==> config.mk <==
export PLATFORM = sky130hd
export DESIGN_NAME = sdpram_bist_engine
export DESIGN_NICKNAME = d
export VERILOG_FILES = /design/src/rtl/sdpram_bist_engine.sv
export SDC_FILE = /design/constraint.sdc
export NUM_CORES = 1
export LEC_CHECK = 0
export CORE_MARGIN = 1.5
export CORE_UTILIZATION = 45
export CTS_BUF_LIST = sky130_fd_sc_hd__clkbuf_8
export DETAILED_ROUTE_END_ITERATION = 8
export PLACE_DENSITY = 0.69
export SETUP_SLACK_MARGIN = 0.2
export SLEW_MARGIN = 0
export SYNTH_ARGS = -nofsm -noshare
export SYNTH_HDL_FRONTEND = slang
export SYNTH_SLANG_ARGS = --single-unit
==> constraint.sdc <==
create_clock -name wr_clk -period 4.28 [get_ports wr_clk]
set_clock_uncertainty 0.15 [all_clocks]
set_input_delay 0.856 -clock wr_clk [delete_from_list [all_inputs] [get_ports wr_clk]]
set_output_delay 0.856 -clock wr_clk [all_outputs]
set_load 0.02 [all_outputs]
==> src/rtl/sdpram_bist_engine.sv <==
// Write/read/compare BIST engine for a simple dual-port wave RAM, single clock domain.
// Optional BIST_READ_ONLY_EN: mode 11 skips the fill and checks a preloaded down-count table.
module sdpram_bist_engine #(
    parameter int ADDR_WIDTH    = 14,
    parameter int DATA_WIDTH    = 8,
    parameter int RD_LATENCY    = 2,
    parameter int ERR_CNT_WIDTH = 3
) (
    input  logic                     wr_clk,
    input  logic                     tb_wr_rst,
    input  logic                     start,
    input  logic [1:0]               mode,
    output logic                     ram_wr_en,
    output logic [ADDR_WIDTH-1:0]    ram_wr_addr,
    output logic [DATA_WIDTH-1:0]    ram_wr_data,
    output logic [ADDR_WIDTH-1:0]    ram_rd_addr,
    output logic                     ram_rd_en,
    input  logic [DATA_WIDTH-1:0]    ram_rd_data,
    output logic                     busy,
    output logic                     done,
    output logic                     pass,
    output logic [ERR_CNT_WIDTH-1:0] err_cnt,
    output logic [ADDR_WIDTH-1:0]    first_err_addr
);

    typedef enum logic [2:0] {
        S_IDLE,
        S_WRITE,
        S_GAP,
        S_READ,
        S_DRAIN,
        S_DONE
    } state_t;

    localparam int                  LAST       = RD_LATENCY - 1;
    localparam logic [2:0]          DRAIN_LAST = 3'(RD_LATENCY - 1);
    localparam logic [ADDR_WIDTH:0] CNT_ONE    = {{ADDR_WIDTH{1'b0}}, 1'b1};

    function automatic logic [DATA_WIDTH-1:0] even_bits();
        logic [DATA_WIDTH-1:0] v;
        for (int i = 0; i < DATA_WIDTH; i++) v[i] = ((i % 2) == 0);
        return v;
    endfunction

    localparam logic [DATA_WIDTH-1:0] PAT_EVEN = even_bits();

    // Mode 11 always expects the down-count table, with or without the read-only build.
    function automatic logic [DATA_WIDTH-1:0] pattern(input logic [1:0]            m,
                                                      input logic [ADDR_WIDTH-1:0] a);
        logic [DATA_WIDTH-1:0] a_dw;
        logic [DATA_WIDTH-1:0] res;
        a_dw = DATA_WIDTH'(a);
        case (m)
            2'b01:   res = a_dw;
            2'b10:   res = a[0] ? ~PAT_EVEN : PAT_EVEN;
            default: res = {DATA_WIDTH{1'b1}} - a_dw;
        endcase
        return res;
    endfunction

    state_t                   state_q, state_d;
    logic [1:0]               mode_q, mode_d;
    logic [ADDR_WIDTH:0]      wr_cnt_q, wr_cnt_d;
    logic [ADDR_WIDTH:0]      rd_cnt_q, rd_cnt_d;
    logic [2:0]               drain_cnt_q, drain_cnt_d;
    logic [ERR_CNT_WIDTH-1:0] err_cnt_q, err_cnt_d;
    logic [ADDR_WIDTH-1:0]    first_err_q, first_err_d;
    logic                     pass_q, pass_d;
    logic                     pipe_vld_q  [RD_LATENCY];
    logic                     pipe_vld_d  [RD_LATENCY];
    logic [ADDR_WIDTH-1:0]    pipe_addr_q [RD_LATENCY];
    logic [ADDR_WIDTH-1:0]    pipe_addr_d [RD_LATENCY];
    logic [DATA_WIDTH-1:0]    pipe_exp_q  [RD_LATENCY];
    logic [DATA_WIDTH-1:0]    pipe_exp_d  [RD_LATENCY];
    logic                     mismatch;

    // A finished sweep leaves the counter at 2**AW; its last issued address was all-ones.
    always_comb begin
        ram_wr_addr = wr_cnt_q[ADDR_WIDTH] ? '1 : wr_cnt_q[ADDR_WIDTH-1:0];
        ram_rd_addr = rd_cnt_q[ADDR_WIDTH] ? '1 : rd_cnt_q[ADDR_WIDTH-1:0];
        ram_wr_data = ram_wr_en ? pattern(mode_q, ram_wr_addr) : '0;
        mismatch    = pipe_vld_q[LAST] && (ram_rd_data != pipe_exp_q[LAST]);
    end

    // NOTE: every signal written here gets a default first, so no path can infer a latch.
    always_comb begin
        state_d     = state_q;
        mode_d      = mode_q;
        wr_cnt_d    = wr_cnt_q;
        rd_cnt_d    = rd_cnt_q;
        drain_cnt_d = drain_cnt_q;
        err_cnt_d   = err_cnt_q;
        first_err_d = first_err_q;
        pass_d      = pass_q;
        ram_wr_en   = 1'b0;
        ram_rd_en   = 1'b0;
        done        = 1'b0;

        if (mismatch) begin
            if (err_cnt_q != '1) err_cnt_d = err_cnt_q + 1'b1;
            if (err_cnt_q == '0) first_err_d = pipe_addr_q[LAST];
        end

        case (state_q)
            S_IDLE: begin
                if (start) begin
                    mode_d      = mode;
                    wr_cnt_d    = '0;
                    rd_cnt_d    = '0;
                    err_cnt_d   = '0;
                    first_err_d = '0;
                    pass_d      = 1'b0;
                    state_d     = S_WRITE;
`ifdef BIST_READ_ONLY_EN
                    if (mode == 2'b11) state_d = S_READ;
`endif
                end
            end
            S_WRITE: begin
                ram_wr_en = 1'b1;
                wr_cnt_d  = wr_cnt_q + CNT_ONE;
                if (wr_cnt_d[ADDR_WIDTH]) state_d = S_GAP;
            end
            S_GAP: begin
                rd_cnt_d = '0;
                state_d  = S_READ;
            end
            S_READ: begin
                ram_rd_en = 1'b1;
                rd_cnt_d  = rd_cnt_q + CNT_ONE;
                if (rd_cnt_d[ADDR_WIDTH]) begin
                    drain_cnt_d = '0;
                    state_d     = S_DRAIN;
                end
            end
            S_DRAIN: begin
                drain_cnt_d = drain_cnt_q + 3'd1;
                if (drain_cnt_q == DRAIN_LAST) begin
                    // Includes the compare happening in this final drain cycle.
                    pass_d  = (err_cnt_d == '0);
                    state_d = S_DONE;
                end
            end
            S_DONE: begin
                done    = 1'b1;
                state_d = S_IDLE;
            end
            default: state_d = S_IDLE;
        endcase

        busy = (state_q != S_IDLE) && (state_q != S_DONE);

        pipe_vld_d  = pipe_vld_q;
        pipe_addr_d = pipe_addr_q;
        pipe_exp_d  = pipe_exp_q;
        for (int i = RD_LATENCY - 1; i > 0; i--) begin
            pipe_vld_d[i]  = pipe_vld_q[i-1];
            pipe_addr_d[i] = pipe_addr_q[i-1];
            pipe_exp_d[i]  = pipe_exp_q[i-1];
        end
        pipe_vld_d[0]  = ram_rd_en;
        pipe_addr_d[0] = ram_rd_addr;
        pipe_exp_d[0]  = pattern(mode_q, ram_rd_addr);
    end

    assign pass           = pass_q;
    assign err_cnt        = err_cnt_q;
    assign first_err_addr = first_err_q;

    // NOTE: state uses non-blocking assignments so every flop samples pre-edge values.
    always_ff @(posedge wr_clk or posedge tb_wr_rst) begin
        if (tb_wr_rst) begin
            state_q     <= S_IDLE;
            mode_q      <= '0;
            wr_cnt_q    <= '0;
            rd_cnt_q    <= '0;
            drain_cnt_q <= '0;
            err_cnt_q   <= '0;
            first_err_q <= '0;
            pass_q      <= 1'b0;
            // NOTE: the compare pipeline is reset (unlike a RAM) so no stale valid survives an abort.
            for (int i = 0; i < RD_LATENCY; i++) begin
                pipe_vld_q[i]  <= 1'b0;
                pipe_addr_q[i] <= '0;
                pipe_exp_q[i]  <= '0;
            end
        end else begin
            state_q     <= state_d;
            mode_q      <= mode_d;
            wr_cnt_q    <= wr_cnt_d;
            rd_cnt_q    <= rd_cnt_d;
            drain_cnt_q <= drain_cnt_d;
            err_cnt_q   <= err_cnt_d;
            first_err_q <= first_err_d;
            pass_q      <= pass_d;
            pipe_vld_q  <= pipe_vld_d;
            pipe_addr_q <= pipe_addr_d;
            pipe_exp_q  <= pipe_exp_d;
        end
    end

endmodule

==> results.md <==
* Outcome: finished, final reports clean
* Cell family with most CP delay: adder cells
* Core Footprint at approximately 9800 um2
* Max Cap Violations at 0
* YS warnings at 0
* R2R cell count at 5
* Setup Buffers After CTS at 0
* Final core occ at 55.8%
* WL/cell at ~15 um
* Count of input and output buffers at 70
* Vias in the first global route at a little over 3,000
* Worst path bufs/invs at 2
* Starting density of the core at between 40% and 50%
* Final Hold Fails at 0
* Die height at between 100 and 150 um
* Register share of total power at between 50 and 60%
* Hold Startpoint: pipe_addr_d[10]
* Post-synth EDFFs at 0
* Netlist cell types at between 40 and 50
* Pleak at between 2 and 2.5 nW
* First-pass detailed-route iteration total at 5
* Layout area overhead at 19.7%
* RSZ-0062 raised after global routing: no
* # rows at 36
* Net Count, Synth at 460
* Clk pwr share at 31.5%
* Clock slew at reported path FFs at 110 ps
* Critical path's slowest cell: ha_1
* Worst Setup Start Kind: flop
* Comb power frac at between 10% and 20%
* CTS tree: done
* Share of async-settable or async-resettable flops after synthesis at 100%
* Crit-path max cell delay at around 770 ps
* Max-slew violations at 0
* Commonest non-fill, non-tap cells in the layout: 102 x dfrtp_1, 70 x clkdlybuf4s50_1, 56 x nand2_1
* GRT Util Overall at between 10% and 20%
* Routed vias/inst at approximately 5.3
* CTS max path bufs at 2
* Hold buffer count at cts at 0
* Switching share of power at 26.6%
* Largest net degree at the start of global routing at 54
* Synth Cell Area at between 4000 and 5000 um2
* Initial antenna violation count at 0
* Crit Path Category: reg -> out
* RR Startpoint: state_q[2]
* Hold path cells at 0
* Die Wd at about 100 um
* Worst reg2reg endpoint: wr_cnt_q[8]
* DP Wirelength at ~6700 um
* Hold Crit Class: reg -> reg
* Setup TNS at 0 ps
* Reg2reg setup slack at 1590 ps
* Worst relative slew slack at between 40% and 50%
* Hold path endpoint: pipe_addr_q[10]
* # clock sinks at a little over 100
* Critical path required time at roughly 3300 ps
* P_sw at about 0.47 mW
* Synth Flop Type: dfrtp_1
* Inserted Clock Buffers at 9
* H-tree depth at 3
* Root Buffer: clkbuf_8
* Drc violations at 0
* GPL Wtd Cong at ~0.85
* Placed inst area at 5280 um2
* Final min period at 3760 ps
* DR vias at 3,308
* Ant diodes at 0
* Routed Wire Length at around 9000 um
* Overflow after GRT at 0
* Sequential area share after synthesis at between 50% and 60%
* Final nets at a little over 500
* Highest Clock Rate at around 270 MHz
* PD cells at between 300 and 400 nW/um2
* Period utilization at slightly below 90%
* Post-CTS sizing at 0
* Proportion of layout cells with a drive suffix above 1 at between 10% and 20%
* Die ar. at 10,700 um2
* P_int at around 1.3 mW
* Worst path arrival time at approximately 2800 ps
* Synth Register Bits at 102
* I/O pin cnt at slightly above 70
* Final Cell Area at roughly 5500 um2
* Clk_lat worst skew at 370 ps
* Cells after Synth at between 400 and 500
* Hold WS at 188 ps
* Worst path cell trace: inv_1, ha_1, a21oi_1, a221oi_1, clkdlybuf4s50_1
* CP endpoint kind: output port
* Mean Syn Cell Area at about 10 um2
* ANT nets after route at 0
* Setup violators final at 0
* Worst vdd ir at 0.242 mV
* Most common cell after layout, fill and taps aside: dfrtp_1
* First-pass GRT wire length at approximately 15,000 um
* Least-Margin Pin Slew at just under 800 ps
* Crit path max fanout at 26
* DRT iter0 DRCs at around 200
power groups by stage:
stage / combinational, mW / clock (mW) / sequential [mW]
3_5_place_dp: 0.192 / 0 / 1.04
3_3_place_gp: 0.186 / 0 / 1.04
4_1_cts: 0.193 / 0.572 / 1.02
6_report: 0.190 / 0.556 / 1.02
5_1_grt: 0.215 / 0.608 / 1.03
2_1_floorplan: 0.111 / 0 / 1.05
how the worst max path moves through the flow:
| stage | from | endpoint | depth (start not counted) |
|---|---|---|---|
| 2_1_floorplan | tb_wr_rst | drain_cnt_q[0] | 1 |
| 3_3_place_gp | mode_q[0] | ram_wr_data[1] | 5 |
| 3_5_place_dp | mode_q[0] | ram_wr_data[5] | 5 |
| 4_1_cts | mode_q[0] | ram_wr_data[5] | 5 |
| 5_1_grt | mode_q[0] | ram_wr_data[1] | 5 |
| 6_report | mode_q[0] | ram_wr_data[5] | 5 |
sequential cells by signal (all words and copies together), names as in the netlist:
name and flops:
drain_cnt_q 3, err_cnt 3, first_err_addr 14, mode_q 2
pass 1, pipe_addr_d 14, pipe_addr_q 14, pipe_exp_d 8
pipe_exp_q 8, pipe_vld_d 1, pipe_vld_q 1, rd_cnt_q 15
state_q 3, wr_cnt_q 15
Yosys cell counts (8+ instances only):
library cell  count  area (um2)
clkbuf_1         14        52.6
ha_1              8         100
nor2_1           26        97.6
nand2_1          56         210
nand4_1           8        50.1
a221oi_1         11        96.3
mux2i_1          10         100
o21ai_0          32         160
nand3_1          25         125
buf_4            14         105
dfrtp_1         102        2550
inv_1            12        45.0
or2_2            26         163
xor2_1           19         166
a21oi_1          17        85.1
per-layer routing:
layer,global-route usage (%),part of all wire (%),up-vias
li1,-,-,1606
met1,24.4,46,1608
met2,28.0,48,75
met3,4.03,4.1,19
met4,6.05,2.1,0
met5,0,0,-
worst reg2reg max path: stages (launching register included):
cell	delay [ps]
dfrtp_1	560
or3b_1	610
clkinv_1	470
nor2_1	530
o21ai_0	190
o31ai_1	100
through the flow:
stage,worst slack (ps),instances,power (mW)
after CTS,511,630,1.79
after detailed placement,900,615,1.23
final,517,630,1.77
after floorplan,599,439,1.16
after global placement,1040,615,1.22
after global routing,336,630,1.85
final cells by class:
| cell class | instances | area [um2] |
|---|---|---|
| fill | 871 | 4320 |
| tap | 133 | 166 |
| multi-input combinational | 292 | 1770 |
| sequential | 102 | 2550 |
| timing repair buffer | 75 | 738 |
| clock buffer | 9 | 124 |
| clock inverter | 6 | 51.3 |
| inverter | 13 | 51.3 |
logic make-up after synthesis:
family	count (synthesis)	synth area share, %
buffers and inverters	45	5.11
muxes	10	2.20
xor gates and xnor gates	23	4.43
and+or+nand+nor	169	18.7
adders and majority gates	8	2.20
AOI/OAI and AO/OA	82	11.3
DFF	102	56.1
No activity file was read; power rests on OpenSTA's default activity.
